`src/rtl/cic_pkg.sv`:
```
// Shared definitions for the stereo PDM CIC decimator sequencer.
//   state_t    : sequencer states (IDLE, CLEAR, RUN)
//   DATA_W_DEF : default sample width
//   settle_w() : width of a counter that holds 0..settle (at least 1 bit)
package cic_pkg;

    typedef enum logic [1:0] {
        IDLE  = 2'd0,
        CLEAR = 2'd1,
        RUN   = 2'd2
    } state_t;

    localparam int DATA_W_DEF = 24;

    function automatic int settle_w(input int settle);
        return (settle < 1) ? 1 : $clog2(settle + 1);
    endfunction

endpackage

```
`src/rtl/cic_pdm_clkgen.sv`:
```
// PDM microphone clock generator and left/right sample strobes.
//   clk, reset : system clock, synchronous active-high reset
//   run        : 1 when the coming cycle is a RUN cycle
//   pdm_clk    : registered microphone clock, high for the first half period
//   take_l/r   : combinational, "sample pdm_data on this edge"
//   ce_int_l/r : registered one-cycle integrator strobes that follow take_l/r
module cic_pdm_clkgen #(
    parameter int CLK_DIV = 4
) (
    input  logic clk,
    input  logic reset,
    input  logic run,
    output logic pdm_clk,
    output logic take_l,
    output logic take_r,
    output logic ce_int_l,
    output logic ce_int_r
);

    localparam int CW   = $clog2(CLK_DIV);
    localparam int HALF = CLK_DIV / 2;

    logic [CW-1:0] div_cnt;
    logic [CW-1:0] div_nxt;
    logic          active;   // current cycle is a RUN cycle

    // The first RUN cycle starts the divider at 0; pdm_clk is registered from
    // the value div_cnt is about to take so the two stay aligned.
    always_comb begin
        div_nxt = '0;
        if (run && active && div_cnt != CW'(CLK_DIV - 1))
            div_nxt = div_cnt + CW'(1);
    end

    assign take_l = run && active && (div_cnt == CW'(HALF - 1));
    assign take_r = run && active && (div_cnt == CW'(CLK_DIV - 1));

    always_ff @(posedge clk) begin
        if (reset) begin
            active   <= 1'b0;
            div_cnt  <= '0;
            pdm_clk  <= 1'b0;
            ce_int_l <= 1'b0;
            ce_int_r <= 1'b0;
        end else begin
            active   <= run;
            div_cnt  <= div_nxt;
            pdm_clk  <= run && (div_nxt < CW'(HALF));
            ce_int_l <= take_l;
            ce_int_r <= take_r;
        end
    end

endmodule

```
`src/rtl/cic_ctrl.sv`:
```
// Sequencer for a stereo PDM-microphone CIC decimator (single clock domain).
//   clk, reset          : system clock, synchronous active-high reset
//   enable, decim       : run request, decimation ratio minus one
//   pdm_clk, pdm_data   : microphone clock out, interleaved L/R data in
//   pdm_bit             : latched PDM bit for the integrators
//   dp_clear            : one-cycle clear of all integrators/combs
//   ce_int_l/r, ce_comb : integrator and comb clock enables
//   res_l/r             : comb outputs from the datapath
//   out_valid/ready/l/r : decimated sample pair handshake
//   overrun             : sticky, a pair was dropped while the port was full
module cic_ctrl
    import cic_pkg::*;
#(
    parameter int CLK_DIV = 4,
    parameter int DECIM_W = 9,
    parameter int SETTLE  = 2,
    parameter int DATA_W  = DATA_W_DEF
) (
    input  logic              clk,
    input  logic              reset,
    input  logic              enable,
    input  logic [DECIM_W-1:0] decim,
    output logic              pdm_clk,
    input  logic              pdm_data,
    output logic              pdm_bit,
    output logic              dp_clear,
    output logic              ce_int_l,
    output logic              ce_int_r,
    output logic              ce_comb,
    input  logic [DATA_W-1:0] res_l,
    input  logic [DATA_W-1:0] res_r,
    output logic              out_valid,
    input  logic              out_ready,
    output logic [DATA_W-1:0] out_l,
    output logic [DATA_W-1:0] out_r,
    output logic              overrun
);

    localparam int SW = settle_w(SETTLE);

    state_t             state;
    state_t             next_state;
    logic               run;
    logic               take_l;
    logic               take_r;
    logic [DECIM_W-1:0] dec_max;
    logic [DECIM_W-1:0] dec_cnt;
    logic               cap_stb;
    logic [SW-1:0]      settle_cnt;

    cic_pdm_clkgen #(.CLK_DIV(CLK_DIV)) u_clkgen (
        .clk      (clk),
        .reset    (reset),
        .run      (run),
        .pdm_clk  (pdm_clk),
        .take_l   (take_l),
        .take_r   (take_r),
        .ce_int_l (ce_int_l),
        .ce_int_r (ce_int_r)
    );

    always_ff @(posedge clk) begin
        if (reset) state <= IDLE;
        else       state <= next_state;
    end

    always_comb begin
        next_state = state;
        unique case (state)
            IDLE:    if (enable) next_state = CLEAR;
            CLEAR:   next_state = enable ? RUN : IDLE;
            RUN:     if (!enable) next_state = IDLE;
            default: next_state = IDLE;
        endcase
    end

    // run looks one cycle ahead so registered clkgen outputs line up with RUN.
    always_comb begin
        dp_clear = (state == CLEAR);
        run      = (next_state == RUN);
    end

    always_ff @(posedge clk) begin
        if (reset) begin
            dec_max    <= '0;
            dec_cnt    <= '0;
            ce_comb    <= 1'b0;
            cap_stb    <= 1'b0;
            settle_cnt <= '0;
            pdm_bit    <= 1'b0;
            out_valid  <= 1'b0;
            out_l      <= '0;
            out_r      <= '0;
            overrun    <= 1'b0;
        end else begin
            // decim is only looked at when a run starts.
            if (state == IDLE && enable)
                dec_max <= decim;

            if (take_l || take_r)
                pdm_bit <= pdm_data;

            // ce_comb trails the wrapping ce_int_r by one cycle so both
            // integrators have taken their last input; capture trails ce_comb.
            if (!run) begin
                dec_cnt <= '0;
                ce_comb <= 1'b0;
                cap_stb <= 1'b0;
            end else begin
                ce_comb <= 1'b0;
                if (ce_int_r) begin
                    if (dec_cnt == dec_max) begin
                        dec_cnt <= '0;
                        ce_comb <= 1'b1;
                    end else begin
                        dec_cnt <= dec_cnt + DECIM_W'(1);
                    end
                end
                cap_stb <= ce_comb;
            end

            if (state == CLEAR)
                settle_cnt <= SW'(SETTLE);

            if (next_state == IDLE) begin
                out_valid <= 1'b0;
                overrun   <= 1'b0;
            end else if (cap_stb) begin
                if (settle_cnt != '0) begin
                    settle_cnt <= settle_cnt - SW'(1);   // start-up output, drop it
                end else if (out_valid && !out_ready) begin
                    overrun <= 1'b1;                     // keep the unread pair
                end else begin
                    out_l     <= res_l;
                    out_r     <= res_r;
                    out_valid <= 1'b1;
                end
            end else if (out_valid && out_ready) begin
                out_valid <= 1'b0;
            end
        end
    end

endmodule
```
`config.mk`:
```
export PLATFORM = sky130hd
export DESIGN_NAME = cic_ctrl
export DESIGN_NICKNAME = d
export VERILOG_FILES = /design/src/rtl/cic_pkg.sv /design/src/rtl/cic_pdm_clkgen.sv /design/src/rtl/cic_ctrl.sv
export SDC_FILE = /design/constraint.sdc
export NUM_CORES = 1
export LEC_CHECK = 0
export ABC_AREA = 1
export ABC_CLOCK_PERIOD_IN_PS = 1900
export BUFFER_PORTS_ARGS = -buffer_cell sky130_fd_sc_hd__clkbuf_2
export CORE_ASPECT_RATIO = 1.75
export CORE_MARGIN = 3
export CORE_UTILIZATION = 45
export DETAILED_ROUTE_END_ITERATION = 12
export GPL_TIMING_DRIVEN = 0
export MAX_ROUTING_LAYER = met4
export PLACE_DENSITY = 0.74
export SETUP_SLACK_MARGIN = 0.02
export SLEW_MARGIN = 10
export SYNTH_ARGS = -nofsm -noshare
export SYNTH_HDL_FRONTEND = slang
export SYNTH_SLANG_ARGS = --single-unit
```
`constraint.sdc`:
```
create_clock -name clk -period 1.9 [get_ports clk]
set_input_delay 0.475 -clock clk [delete_from_list [all_inputs] [get_ports clk]]
set_output_delay 0.475 -clock clk [all_outputs]
set_load 0.01 [all_outputs]
```
Word level (Yosys, flattened, before mapping)
Index checks and enable logic that the tools add are counted.
{ "classes": {"addsub": 3, "n_lt_le_gt_ge": 1, "n_eq_ne": 9, "n_mux": 15, "bitwise": 5, "reduce_logical": 20} }
{ "op_table": {"columns": ["op", "n"], "rows": [
  ["$mux W2", 8],
  ["$add A9 B1 Y9 const B", 1],
  ["$eq A9 B9 Y1", 1],
  ["$mux W9", 1],
  ["$logic_and A1 B1 Y1", 8],
  ["$eq A2 B2 Y1 const B", 3],
  ["$ne A2 B2 Y1 const B", 3],
  ["$pmux W2 S3", 1],
  ["$reduce_and A3 Y1", 2],
  ["$mux W1", 5],
  ["$not A1 Y1", 5],
  ["$eq A2 B1 Y1 const B", 2],
  ["$logic_not A2 Y1", 2],
  ["$reduce_and A4 Y1", 1],
  ["$reduce_bool A2 Y1", 2],
  ["$reduce_or A2 Y1", 2],
  ["$reduce_or A3 Y1", 1],
  ["$add A2 B1 Y2 const B", 1],
  ["$lt A2 B2 Y1 const B", 1],
  ["$sub A2 B1 Y2 const B", 1],
  ["$logic_not A1 Y1", 1],
  ["$logic_or A1 B1 Y1", 1]
]} }
{ "totals": {"ff_bits": 81, "out_inout_bits": 56} }

Depth between registers and ports, before layout
{ "logic_depth": {"depth_word": 8, "ltp_mapped": 9, "mapped_depth_nobuf": 9} }

Cells and area by module
A second synthesis with hierarchy kept.
{ "hier_totals": {"hier_cells": 504, "hier_area_um2": 3390.8} }
{ "modules_own_cells": {"columns": ["module", "instances", "cells_each", "area_per_inst_um2", "seq_area_each_um2"], "rows": [
  ["cic_ctrl", 1, 479, 3173.0, 1501.4],
  ["cic_pdm_clkgen", 1, 25, 217.7, 120.1]
]} }

Worst setup path before layout
Ideal clock, no wire load.
{ "synth_path": {"path_type": "input -> register", "start": "in out_ready", "end": "reg out_l[0]", "setup_time_ns": 0.113, "t_arrival_ns": 1.200, "required_ns": 1.787, "setup_slack_ns": 0.587, "stages": 8, "path_buffers": 2, "cell_sequence": "nor2_1 -> inv_1 -> nand3_4 -> clkinv_2 -> buf_6 -> buf_8 -> nor2_1 -> nor2_1"} }
{ "synth_between": {"elab_chain_len": 4} }
{ "synth_rtl": {"columns": ["item", "line", "text"], "rows": [
  ["from (decl)", "cic_ctrl.sv:33", "input logic out_ready,"],
  ["$logic_not A1 Y1", "cic_ctrl.sv:131", "end else if (out_valid && !out_ready) begin"],
  ["$logic_and A1 B1 Y1", "cic_ctrl.sv:131", null],
  ["$not A1 Y1 (no source line)", null, null],
  ["$reduce_and A4 Y1 (no source line)", null, null],
  ["to (signal assigned)", "cic_ctrl.sv:134", "out_l <= res_l;"],
  ["to (decl)", "cic_ctrl.sv:34", "output logic [DATA_W-1:0] out_l,"]
]} }
Every way passes these cells.
A chain may end at the register's enable or synchronous reset.

Worst setup path after layout
{ "layout_path": {"start": "reg state[0]", "end": "out dp_clear"} }
{ "layout_between": {"elab_chain_len": 1} }
{ "layout_rtl": {"columns": ["item", "line", "text"], "rows": [
  ["from (decl)", "cic_ctrl.sv:41", "state_t state;"],
  ["from (signal assigned)", "cic_ctrl.sv:64", "else state <= next_state;"],
  ["$eq A2 B1 Y1", "cic_ctrl.sv:79", "dp_clear = (state == CLEAR);"],
  ["to (decl)", "cic_ctrl.sv:26", "output logic dp_clear,"]
]} }
Every way passes these cells.

==> metrics.md <==
| Metric | Value |
|---|---|
| Outcome | finished clean |
| Initial standard-cell utilization of the core | 46.4% |
| Number of setup violations in the final report | 0 |
| Root Driver | clkbuf_16 |
| FFs w/ async S/R, synth | 0% |
| Antenna viol nets, final | 0 |
| Average detailed-routed wire length per instance | 12.1 um |
| Diodes inserted | 0 |
| Switching power total | 722 uW |
| Critical Path RT | 1420 ps |
| Largest net degree at the start of global routing | 12 |
| Fmax | 664 MHz |
| Fraction of layout cells with a size suffix above 1 | 26.1% |
| Via total after detailed routing | 3035 |
| Yosys warning count | 0 |
| Sequential group share of total power | 50.9% |
| Largest area contributor in the netlist | dfxtp_1 |
| Post-synthesis instance area | 0.00318 mm^2 |
| Path type of the worst min-delay path | in -> reg |
| Setup repair after global routing missed its margin | no |
| Top post-synthesis cells by area | dfxtp_1, nor2_1, o21ai_0 |
| Proportion of total power due to net switching | 21.2% |
| Number of buffers created by CTS | 9 |
| EDFF count, synth | 0 |
| Fin crit period | 1510 ps |
| Height of the chip | 117 um |
| Origin of the worst setup path | state[0] |
| Unique masters post-synth | 28 |
| Vias in the first global route | 2782 |
| Number of detailed-route iterations in the first pass | 4 |
| Launching point of the worst reg2reg path | dec_cnt[7] |
| Fraction of the cycle the final worst path needs | 79.3% |
| Leak pwr | 0.00191 uW |
| Data arrival time of the worst path | 1030 ps |
| Critical path endpoint category | output pin |
| Peak fanout along the critical path | 3 |
| Slew at the pin closest to its max-slew limit | 484 ps |
| Port Buffers | 117 |
| R2R Setup Slk | 440 ps |
| Main synth FF type | dfxtp_1 |
| Setup crit end | dp_clear |
| Count of max-cap constraint violations | 0 |
| Final Skew | 2.93 ps |
| Clock transition at the registers of the reported paths | 50 ps |
| TritonCTS clock tree | done |
| Insertion delay of the later-clocked pin in the worst-skew pair | 330 ps |
| Initial detailed-routing violation count | 159 |
| Share of the core filled with cells | 60.1% |
| Post-CTS Hold Buffers | 0 |
| Post-route DRC | 0 |
| Share of the yosys chip area belonging to registers | 50.9% |
| Gate power share | 6.0% |
| Area overhead of the layout relative to synthesis | 29.4% |
| Number of H-tree levels | 3 |
| Placeable core region | 0.00686 mm^2 |
| Area of the die | 0.00816 mm^2 |
| Aggregate negative setup slack | 0 ps |
| Mux contribution to synthesized area | 0% |
| Antenna violations before repair | 0 |
| Number of cell rows | 40 |
| Compound-gate portion of the synthesized area | 11.7% |
| Internal power component | 2680 uW |
| Critical Path Start Type | flip-flop |
| Total nets after synthesis | 482 |
| # Post-CTS Setup Buffers | 0 |
| Post-synthesis register bit count | 81 |
| Parity-gate share of the synthesized area counting xor and xnor cells | 3.30% |
| Number of clock sinks seen by CTS | 81 |
| Overall Global Routing Usage | 19.3% |
| Cells resized by post-CTS repair | 0 |
| Detailed Route WL | 7650 um |
| Gate Count Post-Synth | 417 |
| Largest family of logic cells by synthesized area | simple AND/OR/NAND/NOR gates |
| Synthesized-area fraction occupied by and/or/nand/nor cells | 24.3% |
| Fraction of the mapped netlist area in adder cells | 1.18% |
| Chip Width | 69.6 um |
| Mean instance size in the synthesized netlist | 7.64 um^2 |
| Final #Nets | 610 |
| Global-route wire length before repair | 11900 um |
| Cell Count, Final, Fillers Out | 632 |
| Pwr dens | 826 mW/mm^2 |
| Peak VDD IR | 0.501 mV |
| Reg2reg end | dec_cnt[1] |
| Final HPWL DP | 6050 um |
| Number of failing hold endpoints at the final stage | 0 |
| Boundary Pins | 118 |
| Yosys top cell area share | 50.9% |
| Worst slew margin | 67.8% |
| Startpoint-to-endpoint class of the critical path | reg -> out |
| Count of cells along the worst register-to-register path | 9 |
| Placed cells | 618 |
| Maximum clock insertion buffer count | 2 |
| Number of max-slew violations in the final report | 0 |
| Remaining global-route overflow | 0 |
| Number of vias per cell | 4.80 |
| Pwr Total | 3400 uW |
| Final Wtd Congestion | 0.931 |
| Clk pwr share | 43.1% |
[flip-flops by register name, indices dropped and copies added, names as in the netlist]
signal / flops
out_l: 24
out_r: 24
dec_cnt: 9
dec_max: 9
settle_cnt: 2
state: 2
u_clkgen.div_cnt: 2
cap_stb: 1
ce_comb: 1
out_valid: 1
overrun: 1
pdm_bit: 1
u_clkgen.active: 1
u_clkgen.ce_int_l: 1
u_clkgen.ce_int_r: 1
u_clkgen.pdm_clk: 1
[layout by cell type (no fill, tap or decap), types with 2 or more instances in the layout]
| cell type | n |
|---|---|
| xnor2_1 | 7 |
| o21ai_1 | 20 |
| buf_8 | 2 |
| a21oi_1 | 7 |
| nand2_1 | 35 |
| xor2_1 | 5 |
| clkbuf_16 | 9 |
| nor3_1 | 2 |
| buf_6 | 4 |
| ha_1 | 3 |
| dfxtp_1 | 81 |
| clkbuf_2 | 117 |
| clkbuf_1 | 12 |
| nand3_1 | 10 |
| nor2_1 | 135 |
| clkinv_2 | 2 |
| buf_2 | 5 |
| inv_1 | 37 |
| a31oi_1 | 3 |
| o21ai_0 | 42 |
[stage by stage]
stage	hold slack [ps]	instance area (um^2)	setup WS (ps)
floorplan	421	3180	587
global placement	433	3870	205
detailed placement	440	3870	205
CTS	363	4120	381
global route	373	4120	274
finish	370	4120	394
[power groups by stage]
stage	Combinational (uW)	Sequential, uW	Clock (uW)
5_1_grt	230	1730	1580
6_report	203	1730	1470
2_1_floorplan	109	1770	0
3_3_place_gp	199	1770	0
4_1_cts	205	1730	1510
3_5_place_dp	203	1770	0
[synth_stat cells, types with 4 or more instances]
cell      number
o21ai_0       42
nand3_1       10
buf_6          4
nor2_1       135
xnor2_1        7
inv_1         37
buf_2          5
xor2_1         5
a21oi_1        7
nand2_1       35
dfxtp_1       81
o21ai_1       20
clkbuf_1       8
[area by class of cell]
cell class              count  area (um^2)
inverters                  38          144
clock inverters             1         5.00
repair buffers            117          586
flip-flops and latches     81         1620
fillers                   639         2740
clock buffers              13          240
plain buffers              19          130
well taps                  84          105
multi-input cells         279         1290
[worst min-delay path by stage]
stage	startpoint	cells past startpoint	end	slack [ps]
2_1_floorplan	u_clkgen.div_cnt[0]	1	u_clkgen.div_cnt[0]	420
4_1_cts	decim[5]	3	dec_max[5]	360
3_5_place_dp	ce_comb	2	cap_stb	440
5_1_grt	reset	2	settle_cnt[0]	370
3_3_place_gp	u_clkgen.div_cnt[0]	1	u_clkgen.div_cnt[0]	430
6_report	decim[5]	3	dec_max[5]	370
[critical path: stages (launching register included)]
cell	delay [ps]
dfxtp_1	330
inv_1	50
nor2_1	150
clkbuf_2	170
[cell families after synthesis]
logic type | Yosys count
compound gates | 73
flops | 81
fa+ha+maj | 3
buf+inv | 57
simple gates | 191
xor+xnor | 12
[metal layers]
metal  global-route usage (%)  up-vias  part of all wire, %
met5                        -        -                    0
met4                     11.2        0                  3.3
met3                     5.56       24                  5.6
met2                     36.6       92                   54
met1                     16.8     1357                   37
li1                         -     1562                    -
Power figures use the tool's default switching activity.
